$ cat config.mk
export PLATFORM = sky130hd
export DESIGN_NAME = alu_exec
export DESIGN_NICKNAME = d
export VERILOG_FILES = /design/src/rtl/alu_exec.sv
export SDC_FILE = /design/constraint.sdc
export NUM_CORES = 1
export LEC_CHECK = 0
export CELL_PAD_IN_SITES_DETAIL_PLACEMENT = 1
export CELL_PAD_IN_SITES_GLOBAL_PLACEMENT = 1
export CORE_MARGIN = 8
export CORE_UTILIZATION = 43
export DETAILED_ROUTE_END_ITERATION = 12
export GPL_ROUTABILITY_DRIVEN = 0
export PLACE_DENSITY = 0.93
export SLEW_MARGIN = 20
export SYNTH_ARGS = -nofsm -noshare
export SYNTH_HDL_FRONTEND = slang
export SYNTH_SLANG_ARGS = --single-unit
$ cat constraint.sdc
create_clock -name clk -period 9.8 [get_ports clk]
set_input_delay 1.96 -clock clk [delete_from_list [all_inputs] [get_ports clk]]
set_output_delay 1.96 -clock clk [all_outputs]
set_load 0.01 [all_outputs]
$ cat src/rtl/alu_exec.sv
// alu_exec: registered execute-stage ALU with a valid/ready handshake.
//
// One operation is accepted per cycle when in_valid && in_ready. The result
// and its flags are held in an output register until the downstream stage
// takes them (out_valid && out_ready). A new operation can load on the same
// edge that the old result is consumed, so there is no bubble.
//
// Ports:
//   clk, reset          rising-edge clock, synchronous active-high reset
//   in_valid, in_ready  request handshake (in_ready = !out_valid || out_ready)
//   aluctl, a, b        operation code and operands
//   out_valid, out_ready result handshake
//   result, zero, ovf, illegal  registered result and flags
//   err_sticky          set by any accepted illegal op, cleared only by reset
//   op_count            results consumed downstream, wraps silently
module alu_exec #(
  parameter int unsigned WIDTH = 32,
  parameter int unsigned CNT_W = 16
) (
  input  logic             clk,
  input  logic             reset,
  input  logic             in_valid,
  output logic             in_ready,
  input  logic [3:0]       aluctl,
  input  logic [WIDTH-1:0] a,
  input  logic [WIDTH-1:0] b,
  output logic             out_valid,
  input  logic             out_ready,
  output logic [WIDTH-1:0] result,
  output logic             zero,
  output logic             ovf,
  output logic             illegal,
  output logic             err_sticky,
  output logic [CNT_W-1:0] op_count
);

  localparam logic [3:0] OpAnd = 4'd0;
  localparam logic [3:0] OpOr  = 4'd1;
  localparam logic [3:0] OpAdd = 4'd2;
  localparam logic [3:0] OpSub = 4'd6;
  localparam logic [3:0] OpSlt = 4'd7;
  localparam logic [3:0] OpNor = 4'd12;
  localparam logic [3:0] OpXor = 4'd13;

  logic [WIDTH-1:0] sum, diff, result_d, result_q;
  logic             slt, ovf_d, ovf_q, illegal_d, illegal_q, zero_q;
  logic             out_valid_q, err_sticky_q;
  logic [CNT_W-1:0] op_count_q;
  logic             accept, consume;

  assign in_ready = !out_valid_q || out_ready;
  assign accept   = in_valid && in_ready;
  assign consume  = out_valid_q && out_ready;

  assign sum  = a + b;
  assign diff = a - b;
  // Differing signs decide the compare directly; equal signs cannot overflow.
  assign slt  = (a[WIDTH-1] != b[WIDTH-1]) ? a[WIDTH-1] : diff[WIDTH-1];

  always_comb begin
    result_d  = '0;
    ovf_d     = 1'b0;
    illegal_d = 1'b0;
    case (aluctl)
      OpAnd: result_d = a & b;
      OpOr:  result_d = a | b;
      OpAdd: begin
        result_d = sum;
        ovf_d    = (a[WIDTH-1] == b[WIDTH-1]) && (sum[WIDTH-1] != a[WIDTH-1]);
      end
      OpSub: begin
        result_d = diff;
        ovf_d    = (a[WIDTH-1] != b[WIDTH-1]) && (diff[WIDTH-1] != a[WIDTH-1]);
      end
      OpSlt: result_d = {{(WIDTH-1){1'b0}}, slt};
      OpNor: result_d = ~(a | b);
      OpXor: result_d = a ^ b;
      default: illegal_d = 1'b1;
    endcase
  end

  always_ff @(posedge clk) begin
    if (reset) begin
      out_valid_q  <= 1'b0;
      result_q     <= '0;
      zero_q       <= 1'b0;
      ovf_q        <= 1'b0;
      illegal_q    <= 1'b0;
      err_sticky_q <= 1'b0;
      op_count_q   <= '0;
    end else begin
      out_valid_q <= accept || (out_valid_q && !consume);
      if (accept) begin
        result_q  <= result_d;
        zero_q    <= (result_d == '0);
        ovf_q     <= ovf_d;
        illegal_q <= illegal_d;
        if (illegal_d) err_sticky_q <= 1'b1;
      end
      if (consume) op_count_q <= op_count_q + CNT_W'(1);
    end
  end

  assign out_valid  = out_valid_q;
  assign result     = result_q;
  assign zero       = zero_q;
  assign ovf        = ovf_q;
  assign illegal    = illegal_q;
  assign err_sticky = err_sticky_q;
  assign op_count   = op_count_q;

endmodule

==> impl_metrics.py, run 1 <==
metrics = {
    "outcome": {
        "status": "complete, no violations",
    },
    "sta": {
        "drv_slew": 0,
        "skew_ns": 0.00328,
        "fin_tns_setup_ns": 0,
        "fmax_ghz": 0.133,
        "hold_violations": 0,
        "setup_viol": 0,
        "worstMarginPinSlew_ns": 1.01,
        "fin_crit_ns": 7.52,
        "grt_setup_unrepaired": "false",
        "period_share_pct": 76.7,
        "slew-limit-headroom_pct": 32.7,
        "timing.final.ws_setup_ns": 2.28,
    },
    "logic_synthesis": {
        "avgSynthCellArea_sq_um": 7.05,
        "synth_edf_count": 0,
        "ys.flop_type": "dfxtp_1",
        "synth-seq-cells": 53,
        "ys_types": 87,
        "yosys_warnings": 0,
        "synth_nets": 1281,
        "syn_inst": 1106,
        "yosysSeqAreaShare_pct": 13.6,
        "netlist_area_sq_um": 7800,
        "synthArstFlopShare_pct": 0,
    },
    "setup_path": {
        "worstPathMaxFanout": 10,
        "endpoint_kind": "flop",
        "cp_slowest_cell": "or4_4",
        "slowest_delay_ns": 0.56,
        "cp.arrival_ns": 7.72,
        "cp_cell_sequence": "clkdlybuf4s50_1 -> inv_1 -> ha_1 -> or4_4 -> a2111oi_0 -> a211oi_1 -> o21ai_1 -> a21oi_1 -> o21ai_0 -> a21oi_1 -> nor2_1 -> nor2_1 -> fa_1 -> nand3_1 -> a21oi_1 -> a221oi_1 -> nand4_1 -> nor4_1 -> and4_1 -> and4b_1 -> nand4b_1 -> nor4_1 -> nand4_1 -> o32ai_2",
        "path_common_cell": "a21oi_1",
        "critical_path_class": "primary input to flop",
        "path_delay_family": "simple AND/OR/NAND/NOR gates",
        "worst-path-buf-inv": 2,
        "critPathLaunchType": "primary input",
        "required_ns": 10.01,
    },
    "clocking": {
        "root_buffer": "clkbuf_16",
        "holdBufCountCts": 0,
        "cts.clk_slew.worst_paths_ns": 0.07,
        "cts_buffer_depth": 2,
        "post-cts-setup-buffers": 0,
        "clk_latency_ns": 0.29,
        "cts_sinks": 53,
        "cts_max_level": 2,
        "cts_tree": "done",
        "cts_inserted_buffers": 5,
        "post_cts_resized": 0,
    },
    "finish": {
        "multi_input_area_sq_um": 6020,
        "layout.nets": 1350,
        "final_area_sq_um": 9230,
        "drive_above_1_share_pct": 3.91,
        "area_delta_synth_final_pct": 18.4,
        "fillers": 2304,
        "seq_area_sq_um": 1060,
    },
    "placed_design": {
        "dp_slack_ns": 2.05,
        "dp.final_hpwl_um": 23400,
        "dpl-instance-area_sq_um": 9050,
        "io_buffers": 125,
    },
    "power_and_ir_drop": {
        "ir_drop_mv": 0.0729,
        "pwr-share-clk_pct": 23.7,
        "power_frac_seq_pct": 26.9,
        "p_comb_share_pct": 49.4,
        "switchingPower_uw": 355,
        "p_leak_nw": 3.90,
        "switching_share_pct": 40.4,
        "cell_internal_pwr_uw": 524,
        "power_density_nw_per_um2": 95.2,
    },
    "global_routing": {
        "antenna_found_initial": 1,
        "gr-total-overflow": 0,
        "grt_usage_pct": 26.0,
        "grt_max_degree": 54,
        "grt_pass1_vias": 9265,
        "grt_pass1_wl_um": 48300,
    },
    "floorplan": {
        "ios": 126,
        "num_rows": 49,
        "initial_core_util_pct": 43.6,
        "chipWidth_um": 151,
        "die_h_um": 151,
        "die_area_sq_um": 22700,
        "core_sq_um": 17900,
    },
    "detailed_routing": {
        "vias_per_cell": 6.45,
        "vias": 9069,
        "wl_per_cell_um": 21.7,
        "top_layer": "met4",
        "first_iter_violations": 1028,
        "ant_nets": 0,
        "drt-total-wl_um": 30400,
        "route.met3.wl_um": 2380,
        "met2_length_um": 14200,
        "drc": 0,
        "firstDrtPassIters": 5,
        "wl_met1_um": 12700,
    },
    "flow_run": {
        "maxCapViolCount": 0,
    },
    "min_path": {
        "hp-class": "flop to flop",
    },
}
[layout make-up]
type                    count  area share, %
inverters                 101           4.11
well taps                 229           3.10
clock buffers               6           1.50
multi-input cells         881           65.2
flip-flops and latches     53           11.5
repair buffers            133           14.2
clock inverters             2          0.407
diodes                      1         0.0271
[path summary, 6_finish.rpt]
path,from,end,slack (ns),cells past startpoint
hold / removal,illegal$_SDFFE_PP0P_,illegal$_SDFFE_PP0P_,0.45,2
setup reg to reg,out_valid$_SDFF_PP0_,zero$_SDFFE_PP0P_,6.56,11
hold reg to reg,illegal$_SDFFE_PP0P_,illegal$_SDFFE_PP0P_,0.45,2
setup / recovery,a[9],zero$_SDFFE_PP0P_,2.28,24
[cell usage in the layout (no fill, tap or decap), drive strengths merged, types with 13 or more instances in the layout]
master	Yosys	final
nor4	17	17
ha	100	100
a21oi	106	106
nand2	84	84
nor2	130	130
clkdlybuf4s50	0	124
o21ai	55	55
nand3	23	23
nor2b	16	16
dfxtp	53	53
nand4	17	17
a211oi	38	38
nand2b	13	13
inv	101	101
a21o	17	17
nor3	23	23
[cell families (layout without fill, tap and decap cells)]
| logic type | Yosys count | count (layout) | share of synthesized area, % |
|---|---|---|---|
| compound gates | 376 | 376 | 33.1 |
| mux | 13 | 13 | 1.72 |
| buf+inv | 172 | 242 | 9.61 |
| flops | 53 | 53 | 13.6 |
| fa+ha+maj | 103 | 103 | 16.8 |
| simple gates | 379 | 379 | 24.0 |
| xor+xnor | 10 | 10 | 1.12 |
| other cells | 0 | 1 | 0 |
[metrics by stage]
step / instances / power, mW / util (%) / hold WS, ns
floorplan: 1106 / 0.510 / - / 0.481
global placement: 1397 / 0.648 / 50.6 / 0.445
detailed placement: 1397 / 0.662 / 50.6 / 0.446
CTS: 1405 / 0.871 / 51.5 / 0.456
global route: 1405 / 0.926 / 51.5 / 0.475
finish: 1406 / 0.879 / 51.6 / 0.455
[worst reg2reg max path, delay by kind of cell, from the launching register on]
kind / cells / cell delay (ns)
flops: 1 / 0.33
simple gates: 10 / 2.56
compound gates: 1 / 0.27
[metal layers]
| layer | vias up | GRT usage, % |
|---|---|---|
| met1 | 4349 | 32.4 |
| met4 | 0 | 11.4 |
| met2 | 460 | 44.0 |
| met5 | - | 0 |
| met3 | 107 | 3.43 |
| li1 | 4153 | - |
[synth_stat cells (10+ instances only)]
cell type	number	share of area, %
o211ai_1	10	0.96
a21oi_1	105	6.7
inv_1	101	4.9
a211o_1	12	1.3
nand3_1	23	1.5
o22ai_1	10	0.80
dfxtp_1	53	14
clkbuf_1	46	2.2
a31oi_1	12	0.96
a21o_1	17	1.6
nand2b_1	13	1.0
nand4_1	17	1.4
mux2i_1	10	1.3
a22oi_1	11	1.1
a211oi_1	38	3.7
nand2_1	84	4.0
ha_1	100	16
nor4_1	16	1.3
o21ai_0	53	3.4
nor3_1	22	1.4
nor2b_1	16	1.3
a221oi_1	10	1.1
nor2_1	130	6.3
[power by group through the flow]
stage | logic, mW | registers [mW] | clock network, mW
after floorplan | 0.265 | 0.245 | 0
after global placement | 0.408 | 0.240 | 0
after detailed placement | 0.421 | 0.241 | 0
after CTS | 0.424 | 0.237 | 0.211
after global routing | 0.468 | 0.238 | 0.220
final | 0.434 | 0.236 | 0.208
[state kept, by name, summed over array words and instances, names as in the netlist]
signal / count
out_valid: 1
op_count: 16
err_sticky: 1
ovf: 1
illegal: 1
result: 32
zero: 1
Power figures use the tool's default switching activity.
==> run 2, diff against run 1 <==
CORE_UTILIZATION = 40   (was 43)
PLACE_DENSITY = 0.88   (was 0.93)
clock period = 7.1 ns   (was 9.8 ns; I/O delays follow)
==> run 2 against run 1 <==
Net effect:
- critical path type unchanged
- non-clock buffer count grew 19
- sequential power grew 38%
- critical endpoint unchanged
- final area grew 1.7%
- register-to-register slack lost 2.7 ns
- routed wire length grew 1.4%
- critical path depth up 1
- total power rose by 35%
==> impl_metrics.py, run 2 (synthesis results as in run 1) <==
metrics = {
    "power_and_ir_drop": {
        "cell_internal_pwr_uw": 688,
        "p_leak_nw": 3.97,
        "power_density_nw_per_um2": 126,
        "p_comb_share_pct": 52.1,
        "ir_drop_mv": 0.0976,
        "power_frac_seq_pct": 27.5,
        "switching_share_pct": 41.8,
        "switchingPower_uw": 495,
        "pwr-share-clk_pct": 20.4,
    },
    "finish": {
        "layout_commonest_cell": "nor2_1",
        "num_antenna_cells": 0,
        "area_delta_synth_final_pct": 20.4,
        "fillers": 2482,
        "multi_input_area_sq_um": 6030,
        "largest_register_ff_count": 32,
        "final_cell_mix": "nor2_1 (129), clkdlybuf4s50_1 (124), a21oi_1 (105), inv_1 (101), ha_1 (100)",
        "layout.nets": 1369,
        "final_core_util_pct": 48.7,
        "final_area_sq_um": 9390,
        "instances_no_fill": 1460,
        "seq_area_sq_um": 1060,
        "drive_above_1_share_pct": 5.36,
    },
    "global_routing": {
        "gr-total-overflow": 0,
        "grt_pass1_vias": 9308,
        "antenna_found_initial": 0,
        "grt_usage_pct": 24.5,
        "grt_max_degree": 54,
        "grt_pass1_wl_um": 48600,
    },
    "floorplan": {
        "num_rows": 51,
        "die_area_sq_um": 24200,
        "initial_core_util_pct": 40.5,
        "ios": 126,
        "core_sq_um": 19300,
        "chipWidth_um": 156,
        "die_h_um": 156,
    },
    "clocking": {
        "cts_buffer_depth": 2,
        "cts_tree": "done",
        "clk_latency_ns": 0.29,
        "cts_sinks": 53,
        "root_buffer": "clkbuf_16",
        "cts_max_level": 2,
        "cts.clk_slew.worst_paths_ns": 0.07,
        "cts_inserted_buffers": 5,
    },
    "detailed_routing": {
        "firstDrtPassIters": 5,
        "drc": 0,
        "vias_per_cell": 6.21,
        "drt-total-wl_um": 30900,
        "wl_per_cell_um": 21.1,
        "first_iter_violations": 772,
        "vias": 9061,
        "ant_nets": 0,
    },
    "setup_path": {
        "crit_end": "zero$_SDFFE_PP0P_",
        "worstReg2RegStart": "out_valid$_SDFF_PP0_",
        "rr_worst_depth": 11,
        "endpoint_kind": "flop",
        "critical_path_class": "primary input to flop",
        "r2r_end": "zero$_SDFFE_PP0P_",
        "critPathLaunchType": "primary input",
        "worstPathMaxFanout": 9,
        "reg2reg_slack_ns": 3.87,
        "timing.critical_path.from": "a[12]",
        "required_ns": 7.30,
        "cp.arrival_ns": 6.83,
    },
    "sta": {
        "hold_violations": 0,
        "fin_crit_ns": 6.63,
        "fin_tns_setup_ns": 0,
        "period_share_pct": 93.3,
        "worstMarginPinSlew_ns": 1.07,
        "setup_viol": 0,
        "fmax_ghz": 0.151,
        "grt_setup_unrepaired": "false",
        "drv_slew": 0,
        "timing.hold.ws_ns": 0.458,
        "slew-limit-headroom_pct": 28.6,
        "skew_ns": 0.00398,
    },
    "placed_design": {
        "io_buffers": 125,
        "numPlacedInstances": 1452,
        "dp.final_hpwl_um": 24100,
        "dpl-instance-area_sq_um": 9240,
    },
    "outcome": {
        "status": "complete, no violations",
    },
    "min_path": {
        "hp-class": "flop to flop",
        "whs_path_depth": 2,
    },
    "flow_run": {
        "maxCapViolCount": 0,
    },
}
## run 2: changes by cell type in the layout (fill, tap and decap cells not counted), sizes merged
cell / delta
buf: +19
bufinv: -1
clkbuf: +1
diode: -1
## run 2: cell type report
type                    instances  area share (%)
repair buffers                152            15.4
multi-input cells             881            64.2
well taps                     265            3.53
flip-flops and latches         53            11.3
clock inverters                 1          0.0799
inverters                     101            4.04
clock buffers                   7            1.41
## run 2: worst min path at each step
stage / start / endpoint / slack, ns
finish: illegal$_SDFFE_PP0P_ / illegal$_SDFFE_PP0P_ / 0.46
global route: illegal$_SDFFE_PP0P_ / illegal$_SDFFE_PP0P_ / 0.49
CTS: illegal$_SDFFE_PP0P_ / illegal$_SDFFE_PP0P_ / 0.46
detailed placement: illegal$_SDFFE_PP0P_ / illegal$_SDFFE_PP0P_ / 0.45
global placement: result[25]$_SDFFE_PP0P_ / result[25]$_SDFFE_PP0P_ / 0.45
floorplan: illegal$_SDFFE_PP0P_ / illegal$_SDFFE_PP0P_ / 0.48
## run 2: repair_timing
action,in CTS,in global routing
buffers inserted,0,0
gates resized for setup,0,2
hold buffers,0,0
setup endpoints to repair,0,1
## run 2: metal layers
layer	part of all wire, %	track usage, %
met5	0	0
met4	3.9	9.89
met3	6.7	3.27
met2	47	42.3
met1	43	30.1
## run 2: stage by stage
stage                     setup slack, ns  total power [mW]
final                               0.474              1.18
after global placement              0.357             0.913
after detailed placement            0.135             0.931
after global routing              0.00660              1.25
after floorplan                      1.31             0.704
after CTS                           0.423              1.17
## run 2: power by group through the flow
stage                     registers (mW)  logic [mW]  clock network [mW]
after global placement             0.332       0.582                   0
after CTS                          0.326       0.602               0.242
after global routing               0.328       0.663               0.257
final                              0.326       0.616               0.241
after detailed placement           0.333       0.598                   0
after floorplan                    0.339       0.365                   0
## run 2: critical path, cell delays in order
cell and delay, ns:
clkdlybuf4s50_1 0.54, inv_1 0.07, ha_1 0.44, nor4_4 0.39
nand2b_1 0.13, a2111oi_2 0.33, a211oi_1 0.15, o21ai_1 0.29
a21oi_1 0.15, o21ai_0 0.17, a21oi_1 0.09, nor2_1 0.09
nor2_1 0.06, fa_1 0.35, nand3_1 0.08, a21oi_1 0.09
a221oi_1 0.33, nand4_1 0.13, nor4_1 0.26, and4_1 0.23
and4b_1 0.20, nand4b_1 0.11, nor4_1 0.32, nand4_1 0.15
o32ai_2 0.27
